==> src/rtl/nibble_serial_adder.sv <==
// Wide unsigned adder that reuses one 4-bit conditional-sum adder, LS nibble first,
// with a registered inter-nibble carry and valid/ready handshakes on both sides.

module nibble_serial_adder_csa4 (
   input  logic [3:0] i_x,
   input  logic [3:0] i_y,
   input  logic       i_cin,
   output logic [3:0] o_s,
   output logic       o_cout
);
   logic [4:0] w_sum0;
   logic [4:0] w_sum1;

   // Both carry-in hypotheses are formed in parallel; cin only selects.
   assign w_sum0 = {1'b0, i_x} + {1'b0, i_y};
   assign w_sum1 = w_sum0 + 5'd1;
   assign {o_cout, o_s} = i_cin ? w_sum1 : w_sum0;
endmodule

module nibble_serial_adder #(
   parameter int unsigned NIBBLES = 4
) (
   input  logic                   clk,
   input  logic                   rst_n,
   input  logic                   in_valid,
   output logic                   in_ready,
   input  logic [4*NIBBLES-1:0]   a,
   input  logic [4*NIBBLES-1:0]   b,
   input  logic                   cin,
   output logic                   out_valid,
   input  logic                   out_ready,
   output logic [4*NIBBLES-1:0]   sum,
   output logic                   cout
);
   localparam int unsigned W  = 4 * NIBBLES;
   localparam int unsigned CW = (NIBBLES > 1) ? $clog2(NIBBLES) : 1;
   localparam logic [CW-1:0] LAST = CW'(NIBBLES - 1);

   typedef enum logic [1:0] {S_IDLE, S_RUN, S_DONE} state_t;

   state_t         r_state;
   state_t         w_next;
   logic [W-1:0]   r_a;
   logic [W-1:0]   r_b;
   logic [W-1:0]   r_sum;
   logic           r_carry;
   logic           r_cout;
   logic [CW-1:0]  r_cnt;
   logic [3:0]     w_x;
   logic [3:0]     w_y;
   logic [3:0]     w_s;
   logic           w_co;

   always_ff @(posedge clk or negedge rst_n) begin
      if (!rst_n) r_state <= S_IDLE;
      else        r_state <= w_next;
   end

   always_comb begin
      w_next = r_state;
      case (r_state)
         S_IDLE:  if (in_valid)       w_next = S_RUN;
         S_RUN:   if (r_cnt == LAST)  w_next = S_DONE;
         S_DONE:  if (out_ready)      w_next = S_IDLE;
         default:                     w_next = S_IDLE;
      endcase
   end

   // Nibble mux driven by the counter; out-of-range counts select nibble 0.
   always_comb begin
      w_x = r_a[3:0];
      w_y = r_b[3:0];
      for (int unsigned k = 0; k < NIBBLES; k++) begin
         if (r_cnt == k[CW-1:0]) begin
            w_x = r_a[4*k +: 4];
            w_y = r_b[4*k +: 4];
         end
      end
   end

   nibble_serial_adder_csa4 u_csa (
      .i_x    (w_x),
      .i_y    (w_y),
      .i_cin  (r_carry),
      .o_s    (w_s),
      .o_cout (w_co)
   );

   always_ff @(posedge clk or negedge rst_n) begin
      if (!rst_n) begin
         r_a     <= '0;
         r_b     <= '0;
         r_sum   <= '0;
         r_carry <= 1'b0;
         r_cout  <= 1'b0;
         r_cnt   <= '0;
      end else begin
         case (r_state)
            S_IDLE: begin
               if (in_valid) begin
                  r_a     <= a;
                  r_b     <= b;
                  r_carry <= cin;
                  r_cnt   <= '0;
                  r_sum   <= '0;
               end
            end
            S_RUN: begin
               for (int unsigned k = 0; k < NIBBLES; k++) begin
                  if (r_cnt == k[CW-1:0]) r_sum[4*k +: 4] <= w_s;
               end
               r_carry <= w_co;
               if (r_cnt == LAST) r_cout <= w_co;
               else               r_cnt  <= r_cnt + 1'b1;
            end
            default: ;
         endcase
      end
   end

   assign in_ready  = (r_state == S_IDLE);
   assign out_valid = (r_state == S_DONE);
   assign sum       = r_sum;
   assign cout      = r_cout;
endmodule
==> config.mk <==
export PLATFORM = sky130hd
export DESIGN_NAME = nibble_serial_adder
export DESIGN_NICKNAME = d
export VERILOG_FILES = /design/src/rtl/nibble_serial_adder.sv
export SDC_FILE = /design/constraint.sdc
export NUM_CORES = 1
export LEC_CHECK = 0
export CORE_ASPECT_RATIO = 0.7
export CORE_MARGIN = 2
export CORE_UTILIZATION = 51
export DETAILED_ROUTE_END_ITERATION = 8
export PLACE_DENSITY = 0.8
export SLEW_MARGIN = 20
export SYNTH_ARGS = -nofsm -noshare
export SYNTH_HDL_FRONTEND = slang
export SYNTH_SLANG_ARGS = --single-unit
==> constraint.sdc <==
create_clock -name clk -period 3.93 [get_ports clk]
set_input_delay 1.179 -clock clk [delete_from_list [all_inputs] [get_ports clk]]
set_output_delay 1.179 -clock clk [all_outputs]
set_load 0.03 [all_outputs]
## Word-level counts from Yosys, hierarchy flattened

Index checks and enable logic that the tools add are counted.

- Bits in registers: 54
- Input bits: 37
- Output and inout bits: 19
- Word-level logic and storage cells: 59

- Add/subtract/negate cells: 3
- Equality and inequality tests: 12
- Mux-type cells: 22
- Reduce and logical (&&, ||, !) cells: 12

Operators by type and width:

| operator | number |
|---|---|
| 2-to-1 mux 4 bit | 10 |
| one-hot mux 16 bit (2 select lines) | 1 |
| AND reduction 3 bit | 6 |
| 2-to-1 mux 16 bit | 1 |
| inequality test 2 bit, second input constant | 6 |
| 2-to-1 mux 2 bit | 5 |
| equality test 2 bit, second input constant | 3 |
| one-hot mux 2 bit (3 select lines) | 1 |
| AND reduction 2 bit | 3 |
| adder 4 x 4 -> 5 bit | 1 |
| adder 5 x 1 -> 5 bit, second input constant | 1 |
| 2-to-1 mux 5 bit | 1 |
| equality test 2 x 1 -> 1 bit, second input constant | 2 |
| logical NOT 2 bit | 2 |
| one-hot mux 2 bit (2 select lines) | 1 |
| adder 2 x 1 -> 2 bit, second input constant | 1 |
| inequality test 2 x 1 -> 1 bit, second input constant | 1 |
| one-hot mux 1 bit (2 select lines) | 1 |
| nonzero test 2 bit | 1 |
| 2-to-1 mux 1 bit | 1 |

## Depth between registers and ports, before layout

Gate-level depths: netlist of run 1.

- Depth in word-level cells: 9
- Mapped depth: 16
- Depth with buffers taken out: 15

## Hierarchy

Synthesis of run 1 repeated with hierarchy kept, for this count alone.

- Cells, all modules: 253
- Area total of the unflattened synthesis: 2934.1 um^2

By module, submodules not included:

| module | times used | cells each | area an instance (um^2) | seq. area each (um^2) |
|---|---|---|---|---|
| nibble_serial_adder | 1 | 219 | 2685.1 | 1351.3 |
| nibble_serial_adder_csa4 | 1 | 34 | 249.0 | 0.0 |

## Worst setup path after synthesis of run 1

No wires, ideal clock.

- Path kind: register to register
- Start point: register r_cnt[0]
- End point: register r_cout (netlist: cout)
- Library setup time: 129 ps
- Arrival time: 2946 ps
- Required time: 3801 ps
- Path slack: 855 ps
- Stages on the path, launching flop included: 17
- Buffers on the path: 2
- Period minus slack after synthesis: 3075 ps
- Cell sequence: dfrtp_1 -> inv_1 -> ha_1 -> clkbuf_1 -> clkbuf_1 -> nor2_1 -> a21oi_1 -> o21ai_0 -> ha_1 -> inv_1 -> fa_1 -> inv_1 -> ha_1 -> nand2_1 -> nor4_1 -> xor2_1 -> o21ai_0

- Word-level cells in the longest chain between the ends: 7
- Elaborated cells on any way between the ends: 13
- Those cells by class: add/sub (2); eq/ne (3); mux (7); reduce/logical (1)

Ends and longest elaborated chain:

| item | RTL line | source |
|---|---|---|
| start, declared | 48 | `logic [CW-1:0] r_cnt;` |
| start signal, assigned | 114 | `else r_cnt <= r_cnt + 1'b1;` |
| equality test 2 x 1 -> 1 bit | 74 | `if (r_cnt == k[CW-1:0]) begin` |
| 2-to-1 mux 4 bit (3 in series) | 74 |  |
| adder 4 x 4 -> 5 bit | 15 | `assign w_sum0 = {1'b0, i_x} + {1'b0, i_y};` |
| adder 5 x 1 -> 5 bit | 16 | `assign w_sum1 = w_sum0 + 5'd1;` |
| 2-to-1 mux 5 bit | 17 | `assign {o_cout, o_s} = i_cin ? w_sum1 : w_sum0;` |
| end signal, assigned | 113 | `if (r_cnt == LAST) r_cout <= w_co;` |
| end, declared | 47 | `logic r_cout;` |

Several ways; a longest one is shown, not always the timed one.
A chain may end at the register's enable or synchronous reset.

## Worst setup path after layout of run 1

- Start point: register r_cnt[1]
- End point: register r_cout (netlist: cout)

Same word-level chain as after synthesis.

==> impl_summary.md, run 1 <==
GRT
The via count of the first global-routing pass is 1875. The first global-routing pass estimated approximately 9100 µm of wire. The routing usage on met2 is between 30% and 40%.

The maximum number of pins on one net before global-route repair is 33. For this run the aggregate overflow at the end of global routing stands at 0. The layer flagged by global routing as most heavily used is met2. In the global route stage, overall resource usage came out at between 10% and 20%. Global routing used 4.25% of the available met3 tracks. The initial antenna violation count was 0. The met1 usage in global routing is 27.1%.

Clock network
The cts-stage hold buffer count is 0. Buffers inserted during clock tree synthesis total 5. The TritonCTS clock tree is yes. In this run, post-CTS repair resized a total of 0 instances.

Clock tree synthesis found a total of between 50 and 60 sinks. The clock tree synthesis step divided the H-tree into 2 levels. The clock passes through at most 2 buffers. Clock latency on the worst-skew pair, taken at its later pin, is between 0.3 and 0.4 ns.

The cell chosen for the clock root is sky130_fd_sc_hd__clkbuf_8. Clock-pin slew was measured on the worst setup and hold paths at around 0.090 ns. The buffer count from post-CTS setup fixing is 0.

Critical path
The worst path buffer plus inverter count is 3. The worst setup path category is reg -> reg. The worst setup path is captured at a flip-flop. The maximum single-stage delay on the critical path is between 0.5 and 0.6 ns. On the critical path, the stage with the largest delay is an instance of sky130_fd_sc_hd__ha_1.

The dominant delay contributor by cell family on the critical path is adder cells. Traced cell by cell, the critical path runs through inv_1 > ha_1 > mux2i_1 > nor2_1 > a21oi_1 > o21ai_0 > ha_1 > inv_1 > fa_1 > inv_1 > ha_1 > nand2_1 > nor4_1 > xor2_1 > o21ai_0. The source of the worst register-to-register timing path is r_cnt[1]. The endpoint of the worst-slack reg-to-reg timing path is cout. The depth of the worst register-to-register path is 15. STA puts the critical path data required time at 4.12 ns.

The worst setup path is launched from a flip-flop. The reg2reg setup slack is 0.44 ns. At the worst endpoint, the arrival time is ~3.7 ns. The highest net fanout along the worst path is 11.

STA
Static timing analysis puts the maximum clock frequency at approximately 290 MHz. In the finished design, the share of the clock period the worst path needs comes to roughly 90%. Setup violations remaining at the end of the flow were counted as 0. The slew at the pin with the worst max-slew slack is 0.695 ns. The number of failing hold endpoints at the final stage is 0. The setup TNS is 0 ns. Setup repair after global routing left no endpoint under its margin.

For the finished layout, the period the worst path requires is 3.49 ns. Between clock sinks in the finished design, the worst skew comes to between 0.008 and 0.009 ns. In this run the tightest slew margin relative to its limit is between 50% and 60%.

The final max-slew violation count is 0.

Die
During I/O placement, the number of pins put on the boundary was 56. The vertical die dimension is around 64 µm. The die area is 5770 µm². Row generation in the floorplan step produced 21 rows.

The die is 90.0 µm wide. The area of the placeable core is slightly below 5000 µm². The initial cell density of the core is roughly 54%.

Finish
Of the cells placed in the final design, the portion with a size suffix greater than 1 is around 22%. The total inserted antenna cells is 0. Relative to the synthesized area, the layout overhead comes to 26.6%. The finished cells cover 3340 µm². The net total in the final layout is approximately 320.

Status
The flow ran to the end, and the final reports show no timing, DRC or antenna violations.

Place
During placement, the flow inserted port buffers numbering 55. Routability-driven placement finished with a final weighted congestion of around 0.8. Once placement finished, the instance area stood at around 3200 µm².

After legalization and detailed placement, the total HPWL measured approximately 4000 µm.

Power
The worst-case vdd ir drop is 0.408 mV. The proportion of power drawn by flip-flops and latches is a little under a third. The power per cell area is around 1000 nW/µm².

The analysis attributes to net switching a power of approximately 1400 µW. The clock network burns roughly 11% of the power. The portion of total power attributed to combinational logic is around 59%. The static power due to leakage is 0.00143 µW. The internal power consumption is between 1500 and 2000 µW. After layout, the design draws a total of ~3400 µW.

The share of total power consumed by net switching is 41.0%.

Worst hold path
The worst hold path startpoint is sum[14]. The path with the worst hold slack has its endpoint at sum[14]. The cell depth of the worst hold path is 1. The worst hold path class is reg -> reg.

Synthesis
The cell area that synthesis handed to floorplanning was about 2600 µm². The sequential element share of the synthesized area is roughly half. The yosys synthesis warning count is 0. Summing the areas of all fa, ha and maj instances in the mapped netlist gives under 10% of the synthesized area. The mux share of post-synthesis cell area is between 20 and 25%. The instance count of the mapped netlist is approximately 220. The share of the synthesized area in compound gates (AO/OA/AOI/OAI) is ~8.5%. A synthesized cell averages between 10 and 15 µm².

The combinational family with the most area after synthesis is multiplexers. Summing the areas of all xor and xnor instances in the mapped netlist gives ~1.3% of the synthesized area. The synthesized netlist devotes under 10% of its cell area to simple gates. The count of state elements after synthesis is 54. The count of different cell masters after synthesis is 34. Counting every net in the synthesized netlist gives approximately 270.

Routing
Dividing the detail-routed wire length by the instance count gives about 15 µm. For this block, the via count after detailed routing is 1827. Summed over all layers, the routed wires come to roughly 5200 µm. For this block, the initial DRC count from the detailed router was 70. Using the TritonRoute via totals, the vias-per-cell ratio works out to 5.31. Before antenna repair, the detailed router went through 5 iterations.

The detailed-route DRC error count is 0. The number of nets with antenna violations after detailed routing is 0.

Job
The number of max-cap violations is 0.
[power by group through the flow]
stage	combinational, µW	clock (µW)	sequential (µW)
floorplan	1380	0	1090
global placement	1900	0	1010
detailed placement	1980	0	1020
CTS	1990	375	1010
global route	2190	395	1050
finish	1980	367	1010
[kinds of logic (layout without fill, tap and decap cells)]
logic type | after synthesis | count (layout)
xor gates and xnor gates | 4 | 4
muxes | 55 | 55
adders and majority gates | 10 | 10
buffers and inverters | 19 | 73
DFF | 54 | 54
AOI/OAI and AO/OA | 37 | 37
and+or+nand+nor | 42 | 42
[worst reg2reg max path: stages (launching register included)]
cell and delay, ns:
sky130_fd_sc_hd__dfrtp_1 0.43, sky130_fd_sc_hd__inv_1 0.10, sky130_fd_sc_hd__ha_1 0.51, sky130_fd_sc_hd__mux2i_1 0.25
sky130_fd_sc_hd__nor2_1 0.05, sky130_fd_sc_hd__a21oi_1 0.13, sky130_fd_sc_hd__o21ai_0 0.09, sky130_fd_sc_hd__ha_1 0.25
sky130_fd_sc_hd__inv_1 0.07, sky130_fd_sc_hd__fa_1 0.45, sky130_fd_sc_hd__inv_1 0.09, sky130_fd_sc_hd__ha_1 0.15
sky130_fd_sc_hd__nand2_1 0.08, sky130_fd_sc_hd__nor4_1 0.36, sky130_fd_sc_hd__xor2_1 0.23, sky130_fd_sc_hd__o21ai_0 0.13
[sequential cells by signal, indices dropped and copies added (netlist names)]
signal,flops
cout,1
r_b,16
sum,16
r_cnt,2
r_state,2
r_a,16
r_carry,1
[synthesized netlist by cell type]
| cell type | number | area (µm²) |
|---|---|---|
| sky130_fd_sc_hd__a21boi_0 | 1 | 7.51 |
| sky130_fd_sc_hd__fa_1 | 1 | 20.0 |
| sky130_fd_sc_hd__ha_1 | 9 | 113 |
| sky130_fd_sc_hd__a32oi_1 | 1 | 8.76 |
| sky130_fd_sc_hd__dfrtp_1 | 54 | 1350 |
| sky130_fd_sc_hd__nand3_1 | 1 | 5.00 |
| sky130_fd_sc_hd__a21oi_1 | 15 | 75.1 |
| sky130_fd_sc_hd__a211oi_1 | 2 | 15.0 |
| sky130_fd_sc_hd__xnor2_1 | 2 | 17.5 |
| sky130_fd_sc_hd__a21oi_2 | 1 | 8.76 |
| sky130_fd_sc_hd__nor2_1 | 12 | 45.0 |
| sky130_fd_sc_hd__nor4_1 | 1 | 6.26 |
| sky130_fd_sc_hd__o21bai_1 | 1 | 7.51 |
| sky130_fd_sc_hd__and2_1 | 1 | 6.26 |
| sky130_fd_sc_hd__nand2b_1 | 4 | 25.0 |
| sky130_fd_sc_hd__buf_2 | 2 | 10.0 |
| sky130_fd_sc_hd__inv_1 | 8 | 30.0 |
| sky130_fd_sc_hd__a22o_1 | 3 | 26.3 |
| sky130_fd_sc_hd__mux2_2 | 48 | 541 |
| sky130_fd_sc_hd__nor3_1 | 1 | 5.00 |
| sky130_fd_sc_hd__nand3b_1 | 1 | 7.51 |
| sky130_fd_sc_hd__mux2i_1 | 6 | 60.1 |
| sky130_fd_sc_hd__buf_4 | 3 | 22.5 |
| sky130_fd_sc_hd__nor2b_1 | 4 | 25.0 |
| sky130_fd_sc_hd__o31ai_1 | 3 | 22.5 |
| sky130_fd_sc_hd__a21o_2 | 1 | 8.76 |
| sky130_fd_sc_hd__and3b_2 | 1 | 10.0 |
| sky130_fd_sc_hd__clkbuf_1 | 5 | 18.8 |
| sky130_fd_sc_hd__nand2_1 | 15 | 56.3 |
| sky130_fd_sc_hd__or3_1 | 1 | 6.26 |
| sky130_fd_sc_hd__mux2_1 | 1 | 11.3 |
| sky130_fd_sc_hd__o21ai_0 | 9 | 45.0 |
| sky130_fd_sc_hd__buf_1 | 1 | 3.75 |
| sky130_fd_sc_hd__xor2_1 | 2 | 17.5 |
[how the worst max path moves through the flow]
| stage | depth (start not counted) | startpoint | end |
|---|---|---|---|
| detailed placement | 15 | r_cnt[1] | cout |
| global placement | 15 | r_cnt[1] | cout |
| finish | 15 | r_cnt[1] | cout |
| floorplan | 16 | r_cnt[0] | cout |
| CTS | 15 | r_cnt[1] | cout |
| global route | 15 | r_cnt[1] | cout |
[per-layer routing]
metal  vias to the layer above  part of all wire, %
li1                        876                    -
met1                       902                   48
met2                        42                   47
met3                         7                  4.0
met4                         0                  1.0
met5                         -                    0
[cell type report]
class / count / area, µm²
repair buffers: 57 / 561
well taps: 69 / 86.3
fillers: 386 / 1550
clock buffers: 6 / 72.6
flip-flops and latches: 54 / 1350
multi-input cells: 148 / 1200
clock inverters: 2 / 37.5
inverters: 8 / 30.0
[placed cells by master, fill, tap and decap left out, drive strengths merged, types with 3 or more instances in the layout]
cell           synthesis  final
nor2                  12     12
buf                    6      3
mux2i                  6      6
clkdlybuf4s50          0     54
mux2                  49     49
nor2b                  4      4
nand2b                 4      4
o31ai                  3      3
o21ai                  9      9
dfrtp                 54     54
nand2                 15     15
a21oi                 16     16
a22o                   3      3
inv                    8      8
ha                     9      9
clkbuf                 5      6
[through the flow]
stage	util (%)	setup slack (ns)	std cells	hold slack, ns
floorplan	-	0.855	221	0.458
global placement	66.1	0.669	336	0.487
detailed placement	66.1	0.484	336	0.492
CTS	68.4	0.476	344	0.516
global route	68.4	0.247	344	0.528
finish	68.4	0.442	344	0.511
Power figures use the tool's default switching activity.
==> run 2, diff against run 1 <==
- CTS_CLUSTER_SIZE: not set -> 14
- HOLD_SLACK_MARGIN: not set -> 0.15
==> results of run 2 <==
Final layout, timing and power as in run 1 (identical DEF).
==> run 3, diff against run 2 <==
--- a/config.mk
+++ b/config.mk
@@ -9,5 +9,5 @@
 export CORE_MARGIN = 2
 export CORE_UTILIZATION = 51
-export CTS_CLUSTER_SIZE = 14
+export CTS_CLUSTER_SIZE = 30
 export DETAILED_ROUTE_END_ITERATION = 8
 export HOLD_SLACK_MARGIN = 0.15
==> constraint.sdc (replaced) <==
create_clock -name clk -period 3.93 [get_ports clk]
set_input_delay 1.179 -clock clk [delete_from_list [all_inputs] [get_ports clk]]
set_output_delay 1.179 -clock clk [all_outputs]
set_load 0.01 [all_outputs]
==> results of run 3 <==
The final DEF is identical to that of run 1. Status: completed.
Among the figures that moved: total power 3360 µW -> 3240 µW; worst IR drop on VDD 0.408 mV -> 0.407 mV
